<file path="config.mk">
export PLATFORM = sky130hd
export DESIGN_NAME = ncpu32k_ifu_pcgen
export DESIGN_NICKNAME = d
export VERILOG_FILES = /design/src/rtl/ncpu32k_ifu_pcgen.sv
export SDC_FILE = /design/constraint.sdc
export NUM_CORES = 1
export LEC_CHECK = 0
export ABC_AREA = 1
export BUFFER_PORTS_ARGS = -buffer_cell sky130_fd_sc_hd__clkbuf_2
export CORE_MARGIN = 10
export CORE_UTILIZATION = 53
export DETAILED_ROUTE_END_ITERATION = 12
export GPL_ROUTABILITY_DRIVEN = 0
export GPL_TIMING_DRIVEN = 0
export HOLD_SLACK_MARGIN = 0.02
export PLACE_DENSITY = 0.83
export SYNTH_ARGS = -nofsm -noshare
export SYNTH_HDL_FRONTEND = slang
export SYNTH_SLANG_ARGS = --single-unit
export TNS_END_PERCENT = 100
</file>
<file path="constraint.sdc">
create_clock -name clk -period 4.9 [get_ports clk]
set_input_delay 0 -clock clk [delete_from_list [all_inputs] [get_ports clk]]
set_output_delay 0 -clock clk [all_outputs]
set_load 0.005 [all_outputs]
</file>
<file path="src/rtl/ncpu32k_ifu_pcgen.sv">
// Fetch PC generator and in-order instruction queue feeding decode.
// Redirects drop queued entries and swallow responses owed to killed fetches.
`ifndef NCPU_AW
`define NCPU_AW 32
`endif

module ncpu32k_ifu_pcgen #(
    parameter logic [`NCPU_AW-3:0] CONFIG_PC_RESET_VECTOR = '0,
    parameter int                  CONFIG_IFQ_DEPTH       = 2
) (
    input  logic                 clk,
    input  logic                 rst,
    input  logic                 ifu_flush,
    input  logic [`NCPU_AW-3:0]  ifu_flush_tgt,
    output logic [`NCPU_AW-3:0]  bpu_insn_pc,
    input  logic                 bpu_pred_taken,
    input  logic [`NCPU_AW-3:0]  bpu_pred_tgt,
    output logic                 ibus_cmd_valid,
    input  logic                 ibus_cmd_ready,
    output logic [`NCPU_AW-3:0]  ibus_cmd_addr,
    input  logic                 ibus_rsp_valid,
    input  logic [31:0]          ibus_rsp_insn,
    output logic                 idu_valid,
    input  logic                 idu_ready,
    output logic [31:0]          idu_insn,
    output logic [`NCPU_AW-3:0]  idu_pc,
    output logic                 idu_pred_taken,
    output logic [`NCPU_AW-3:0]  idu_pred_tgt
);
    localparam int W  = `NCPU_AW - 2;
    localparam int D  = CONFIG_IFQ_DEPTH;
    localparam int PW = $clog2(D);
    localparam int CW = $clog2(D + 1);

    logic [W-1:0]  pc_q, pc_d;
    logic [PW-1:0] wr_ptr_q, wr_ptr_d;
    logic [PW-1:0] fill_ptr_q, fill_ptr_d;
    logic [PW-1:0] rd_ptr_q, rd_ptr_d;
    logic [CW-1:0] cnt_q, cnt_d;
    logic [CW-1:0] kill_cnt_q, kill_cnt_d;

    logic [W-1:0]  ent_pc_q [D];
    logic [W-1:0]  ent_pc_d [D];
    logic [W-1:0]  ent_tgt_q [D];
    logic [W-1:0]  ent_tgt_d [D];
    logic [31:0]   ent_insn_q [D];
    logic [31:0]   ent_insn_d [D];
    logic [D-1:0]  ent_taken_q, ent_taken_d;
    logic [D-1:0]  ent_filled_q, ent_filled_d;

    logic [CW:0]   occ;
    logic [CW-1:0] n_filled;
    logic          cmd_hs;
    logic          idu_hs;

    // Killed fetches still occupy bus slots until their responses drain.
    assign occ            = {1'b0, cnt_q} + {1'b0, kill_cnt_q};
    assign ibus_cmd_valid = ~rst & ~ifu_flush & (occ < (CW+1)'(D));
    assign ibus_cmd_addr  = pc_q;
    assign bpu_insn_pc    = pc_q;
    assign cmd_hs         = ibus_cmd_valid & ibus_cmd_ready;

    assign idu_valid      = ~rst & ~ifu_flush & ent_filled_q[rd_ptr_q]
                          & (cnt_q != '0);
    assign idu_hs         = idu_valid & idu_ready;
    assign idu_insn       = ent_insn_q[rd_ptr_q];
    assign idu_pc         = ent_pc_q[rd_ptr_q];
    assign idu_pred_taken = ent_taken_q[rd_ptr_q];
    assign idu_pred_tgt   = ent_tgt_q[rd_ptr_q];

    always_comb begin
        n_filled = '0;
        for (int i = 0; i < D; i++) begin
            n_filled = n_filled + CW'(ent_filled_q[i]);
        end
    end

    always_comb begin
        pc_d         = pc_q;
        wr_ptr_d     = wr_ptr_q;
        fill_ptr_d   = fill_ptr_q;
        rd_ptr_d     = rd_ptr_q;
        cnt_d        = cnt_q;
        kill_cnt_d   = kill_cnt_q;
        ent_pc_d     = ent_pc_q;
        ent_tgt_d    = ent_tgt_q;
        ent_insn_d   = ent_insn_q;
        ent_taken_d  = ent_taken_q;
        ent_filled_d = ent_filled_q;

        if (ifu_flush) begin
            // Every allocated-but-unfilled entry still owes one response.
            pc_d         = ifu_flush_tgt;
            wr_ptr_d     = '0;
            fill_ptr_d   = '0;
            rd_ptr_d     = '0;
            cnt_d        = '0;
            ent_filled_d = '0;
            kill_cnt_d   = kill_cnt_q + (cnt_q - n_filled)
                         - CW'(ibus_rsp_valid);
        end else begin
            if (ibus_rsp_valid) begin
                if (kill_cnt_q != '0) begin
                    kill_cnt_d = kill_cnt_q - CW'(1);
                end else begin
                    ent_insn_d[fill_ptr_q]   = ibus_rsp_insn;
                    ent_filled_d[fill_ptr_q] = 1'b1;
                    fill_ptr_d               = fill_ptr_q + PW'(1);
                end
            end
            if (idu_hs) begin
                ent_filled_d[rd_ptr_q] = 1'b0;
                rd_ptr_d               = rd_ptr_q + PW'(1);
            end
            if (cmd_hs) begin
                ent_pc_d[wr_ptr_q]     = pc_q;
                ent_taken_d[wr_ptr_q]  = bpu_pred_taken;
                ent_tgt_d[wr_ptr_q]    = bpu_pred_tgt;
                ent_filled_d[wr_ptr_q] = 1'b0;
                wr_ptr_d               = wr_ptr_q + PW'(1);
                pc_d = bpu_pred_taken ? bpu_pred_tgt : pc_q + W'(1);
            end
            cnt_d = cnt_q + CW'(cmd_hs) - CW'(idu_hs);
        end
    end

    always_ff @(posedge clk) begin
        if (rst) begin
            pc_q         <= CONFIG_PC_RESET_VECTOR;
            wr_ptr_q     <= '0;
            fill_ptr_q   <= '0;
            rd_ptr_q     <= '0;
            cnt_q        <= '0;
            kill_cnt_q   <= '0;
            ent_filled_q <= '0;
        end else begin
            pc_q         <= pc_d;
            wr_ptr_q     <= wr_ptr_d;
            fill_ptr_q   <= fill_ptr_d;
            rd_ptr_q     <= rd_ptr_d;
            cnt_q        <= cnt_d;
            kill_cnt_q   <= kill_cnt_d;
            ent_filled_q <= ent_filled_d;
        end
    end

    // Payload is qualified by the filled bits, so it needs no reset.
    always_ff @(posedge clk) begin
        ent_pc_q    <= ent_pc_d;
        ent_tgt_q   <= ent_tgt_d;
        ent_insn_q  <= ent_insn_d;
        ent_taken_q <= ent_taken_d;
    end

endmodule

</file>
### Yosys cells after proc, flatten, opt, wreduce, memory -nomap -nowiden

Index checks and enable logic that the tools add are counted.

| word-level totals | value |
|---|---|
| flip-flop bits (word level) | 225 |
| word-level logic and storage cells | 109 |
| output and inout bits | 155 |
| input port bits | 99 |

| operators by class | value |
|---|---|
| $add $sub $neg | 12 |
| mux-type cells | 39 |
| magnitude comparators | 12 |
| reductions and logical operators | 15 |
| bitwise logic cells | 17 |

Operators by type and width:

| kind | number |
|---|---|
| $mux 30 | 10 |
| $mux 32 | 4 |
| $bwmux 60 | 2 |
| $bwmux 64 | 1 |
| $demux 32 s1 | 1 |
| $add 30x1->30 const B | 1 |
| $demux 30 s1 | 1 |
| $mux 2 | 9 |
| $reduce_bool 2->1 | 5 |
| $mux 1 | 7 |
| $and 1x1->1 | 6 |
| $ge 2x2->1 const B | 3 |
| $lt 1x2->1 const B | 3 |
| $not 1->2 | 3 |
| $reduce_and 2->1 | 3 |
| $logic_and 1x1->1 | 5 |
| $and 2x2->2 | 2 |
| $lt 2x1->1 const B | 2 |
| $not 2->2 | 2 |
| $sub 2x1->2 | 2 |
| $add 1x1->1 const B | 3 |
| $add 2x2->3 | 1 |
| $demux 1 s1 | 3 |
| $ge 1x1->1 const B | 3 |
| 11 further kinds | 13 |

### Longest topological paths before layout

| depth | value |
|---|---|
| depth in word-level cells | 13 |
| depth in mapped cells | 12 |
| mapped depth without buffers | 11 |

### Least setup slack after synthesis

Ideal clock, no wire load.

| path | value |
|---|---|
| path type | flip-flop to flip-flop |
| from | register cnt_q[0] |
| to | register ent_filled_q[1] |
| setup time | 0.117 ns |
| clock period less this slack | 4.422 ns |
| path buffers | 0 |
| path slack | 0.478 ns |
| cell stages (with the launch flop) | 9 |
| required time | 4.783 ns |
| arrival time | 4.306 ns |
| cell sequence | dfxtp_1 -> nand2_1 -> inv_1 -> fa_1 -> nor3_4 -> nand2_2 -> nor2_1 -> or2_2 -> nor2_1 |

| between the ends | value |
|---|---|
| elaborated cells on any way between the ends | 11 |
| those cells by class | add/sub: 1; order compare: 1; mux: 3; bitwise: 5; reduce/logical: 1 |

RTL lines:

| what | line | text |
|---|---|---|
| from (decl) | 39 | `logic [CW-1:0] cnt_q, cnt_d;` |
| from (signal assigned) | 141 | `cnt_q <= cnt_d;` |
| $add 2x2->3 | 57 | `assign occ = {1'b0, cnt_q} + {1'b0, kill_cnt_q};` |
| $lt 3x2->1 | 58 | `assign ibus_cmd_valid = ~rst & ~ifu_flush & (occ < (CW+1)'(D));` |
| $and 1x1->1 | 58 |  |
| via ibus_cmd_valid | 18 | `output logic ibus_cmd_valid,` |
| $and 1x1->1 | 61 | `assign cmd_hs = ibus_cmd_valid & ibus_cmd_ready;` |
| $mux 2 | 115 | `if (cmd_hs) begin` |
| to (signal assigned) | 143 | `ent_filled_q <= ent_filled_d;` |
| to (decl) | 49 | `logic [D-1:0] ent_filled_q, ent_filled_d;` |

The timed path passes the listed nets, and every way through them passes these cells. The select of a mux whose other input is x is not followed.
A chain may end at the register's enable or synchronous reset.

### Final worst setup path

| path | value |
|---|---|
| from | register cnt_q[0] |
| to | register ent_tgt_q[54] (netlist name), enable pin |

| between the ends | value |
|---|---|
| longest elaborated chain between the ends | 5 |

RTL lines:

| what | line | text |
|---|---|---|
| $add 2x2->3 | 57 |  |
| $lt 3x2->1 | 58 |  |
| $and 1x1->1 | 58 |  |
| $and 1x1->1 | 61 |  |
| $reduce_and 2->1 (no line) | - |  |
| to (signal assigned) | 150 | `ent_tgt_q <= ent_tgt_d;` |
| to (decl) | 44 | `logic [W-1:0] ent_tgt_q [D];` |

Every way passes these cells.

==> results.toml <==
[run_status]
status = "complete, no violations"

[global_route]
grt_pass1_vias = 8850
gr-total-overflow = 0
met1_usage = 0.299
busiest_layer = "met2"
grtUsageMet3 = 0.0592
global_route.usage.total = 0.248
grt_max_degree = 33
grt_antenna_before_repair = 2
grt_use_met2 = 0.420
grt_first_pass_wirelength_um = 48600

[clock_tree]
clk_latency_ns = 0.52
clkTransAtPathRegs_ns = 0.06
tritoncts = "yes"
clockBufferDepth = 3
cts_buffers = 22
root_buffer = "clkbuf_16"
htree_levels = 1
clock-sinks = 225

[yosys]
synthTopCellsByCount = "nand2_1 (450), edfxtp_1 (186), nor2_1 (86), a21oi_1 (55)"
syn_nets = 1160
synth_cell_type_count = 33
ys.flop_type = "edfxtp_1"
yosysWarningCount = 0
ys_seq_elements = 225
yosys.area.top_type = "edfxtp_1"
synth_most_common_cell = "nand2_1"
syn_inst = 1052
ys_top_cells_by_area = "edfxtp_1 (55%), nand2_1 (17%), dfxtp_1 (7.8%), nor2_1 (3.2%), a21oi_1 (2.7%)"
syn_area_per_cell_um2 = 9.57
async_flop_share = 0
yosysTopAreaCellShare = 0.555
synth_edf_count = 186
seq_area_frac_synth = 0.632
syn_area_mm2 = 0.0101

[setup_path]
start_kind = "register"
arrival_ns = 3.09
path_class = "register to register"
crit_path_end_kind = "register"
crit_path_start = "cnt_q[0]"
worstPathMaxFanout = 32
path_cells = "nand2_1, inv_1, fa_1, nor3_4, nand2_2, nor2_4, buf_12"
cpMaxStageDelayCell = "nor2_4"
crit_end = "ent_tgt_q[54]"
r2r_cells = 7
rr_startpoint = "cnt_q[0]"
cp.buffers_inverters = 2
max_stage_delay_ns = 0.84
cp_top_family = "simple AND/OR/NAND/NOR gates"
timing.rr.end = "ent_tgt_q[54]"
path_depth = 7
required_ns = 5.09
rrSetupSlack_ns = 2.00

[power_and_ir_drop]
power.internal_mw = 3.36
p_clk_frac = 0.386
ir_worst_vdd_v = 0.000248
seq_power_share = 0.503
p_switching_mw = 1.04
power_mw = 4.41
p_leak_nw = 5.84
comb_power_share = 0.112
p_sw_frac = 0.236
power.density_mw_per_mm2 = 326

[timing]
finalSetupViolations = 0
rsz0062_at_grt = "no"
fin_crit_ns = 2.90
finalClockSkew_ns = 0.0229
maxSlewHeadroom = 0.284
fmax_mhz = 345
hold_viol = 0
maxSlewViolCount = 0
worst_pin_slew_ns = 1.07
fin_crit_sh = 0.592

[worst_hold_path]
hold_class = "input pin to register"

[drt]
dr.pass1.iters = 5
wire_per_inst_um = 18.9
vias = 8900
remaining_drc_errors = 0
viasPerCell = 5.27
drt_iter0_drc = 912
drt_wl_total_um = 31900
ant_nets = 0

[cells_and_area]
synthToLayoutAreaGrowth_pct = 34.1
final_util = 0.722
drive_gt1_frac = 0.252
num-fill-cells = 1257
layout.nets = 1546

[placed_design]
place_hpwl_um = 20500
io_buffers = 253

[floorplan]
initial_core_util = 0.538
rows = 50
die_area_mm2 = 0.0249
dieHeight_um = 158
coreArea_mm2 = 0.0187
die_w_um = 158
ios = 254

[flow_run]
cap_violations = 0
==> cell type report <==
class / instances / area (um^2) / area share
Sequential cell: 225 / 6370 / 0.472
Buffer: 72 / 422 / 0.0312
Antenna cell: 2 / 5.00 / 0.000371
Clock inverter: 8 / 98.8 / 0.00732
Timing Repair Buffer: 362 / 2390 / 0.177
Multi-Input combinational cell: 713 / 3150 / 0.233
Tap cell: 234 / 293 / 0.0217
Inverter: 42 / 160 / 0.0119
Clock buffer: 32 / 618 / 0.0458
==> cells by family after synthesis <==
group / after synthesis / synth area share
buffers and inverters: 114 / 0.0578
adder cells (fa/ha/maj): 9 / 0.0134
AND/OR/NAND/NOR: 610 / 0.243
XOR/XNOR: 11 / 0.00957
AO/OA/AOI/OAI: 83 / 0.0441
flip-flops: 225 / 0.632
==> registers in the layout (all words and copies together) (netlist names), 2 cells and up <==
signal        count
kill_cnt_q        2
ent_filled_q      2
ent_taken_q       2
ent_pc_q         60
cnt_q             2
ent_insn_q       64
bpu_insn_pc      30
ent_tgt_q        60
==> per-stage QoR <==
step	area (um^2)	hold slack, ns	TNS (ns)	setup WS [ns]	std cells
after floorplan	10100	0.0989	0	0.478	1052
after global placement	11600	0.188	-124.88	-1.16	1539
after detailed placement	11700	0.193	0	2.07	1544
after CTS	13500	0.201	0	2.04	1688
after global routing	13500	0.204	0	1.85	1690
final	13500	0.214	0	2.00	1690
==> layer usage <==
metal  vias to the layer above  routed length (um)
li1                       4186                   -
met1                      4115               12100
met2                       503               15500
met3                        96                2970
met4                         0                1270
met5                         -                   0
==> how the worst min path moves through the flow <==
stage	from	to	cells after the start	slack, ns
floorplan	ibus_rsp_insn[0]	ent_insn_q[0]	0	0.1
global placement	ibus_rsp_insn[12]	ent_insn_q[12]	1	0.19
detailed placement	ibus_rsp_insn[21]	ent_insn_q[21]	1	0.19
CTS	ibus_rsp_insn[12]	ent_insn_q[12]	2	0.20
global route	ibus_rsp_insn[21]	ent_insn_q[53]	2	0.20
finish	ibus_rsp_insn[12]	ent_insn_q[12]	2	0.21
==> repair_timing <==
item	CTS	global route
buffers inserted	0	0
resized for setup	0	0
endpoints found under the hold margin	165	0
hold buffers	104	0
endpoints found under the setup margin	0	0
==> power by group through the flow <==
stage	sequential, mW	combinational (mW)	clock [mW]
after floorplan	2.23	0.219	0
after global placement	2.25	0.387	0
after detailed placement	2.25	0.406	0
after CTS	2.21	0.480	1.70
after global routing	2.22	0.541	1.78
final	2.21	0.492	1.70
==> layout by cell type (no fill, tap or decap), types with 3 or more instances in the layout <==
cell type / n
nor2_2: 19
fa_1: 3
clkbuf_8: 3
nor3_1: 4
or2_2: 5
clkbuf_2: 253
clkinv_2: 3
a21oi_2: 3
clkbuf_16: 22
buf_1: 4
inv_1: 39
edfxtp_1: 186
nor2_4: 3
nor2_1: 83
o21ai_0: 16
buf_12: 3
nand2_1: 450
dlygate4sd3_1: 104
xor2_1: 3
buf_2: 4
clkbuf_1: 36
dfxtp_1: 39
buf_6: 6
o21bai_1: 3
buf_4: 31
nand3_1: 37
xnor2_1: 8
ha_1: 6
a21oi_1: 55
No activity file was read; power rests on OpenSTA's default activity.
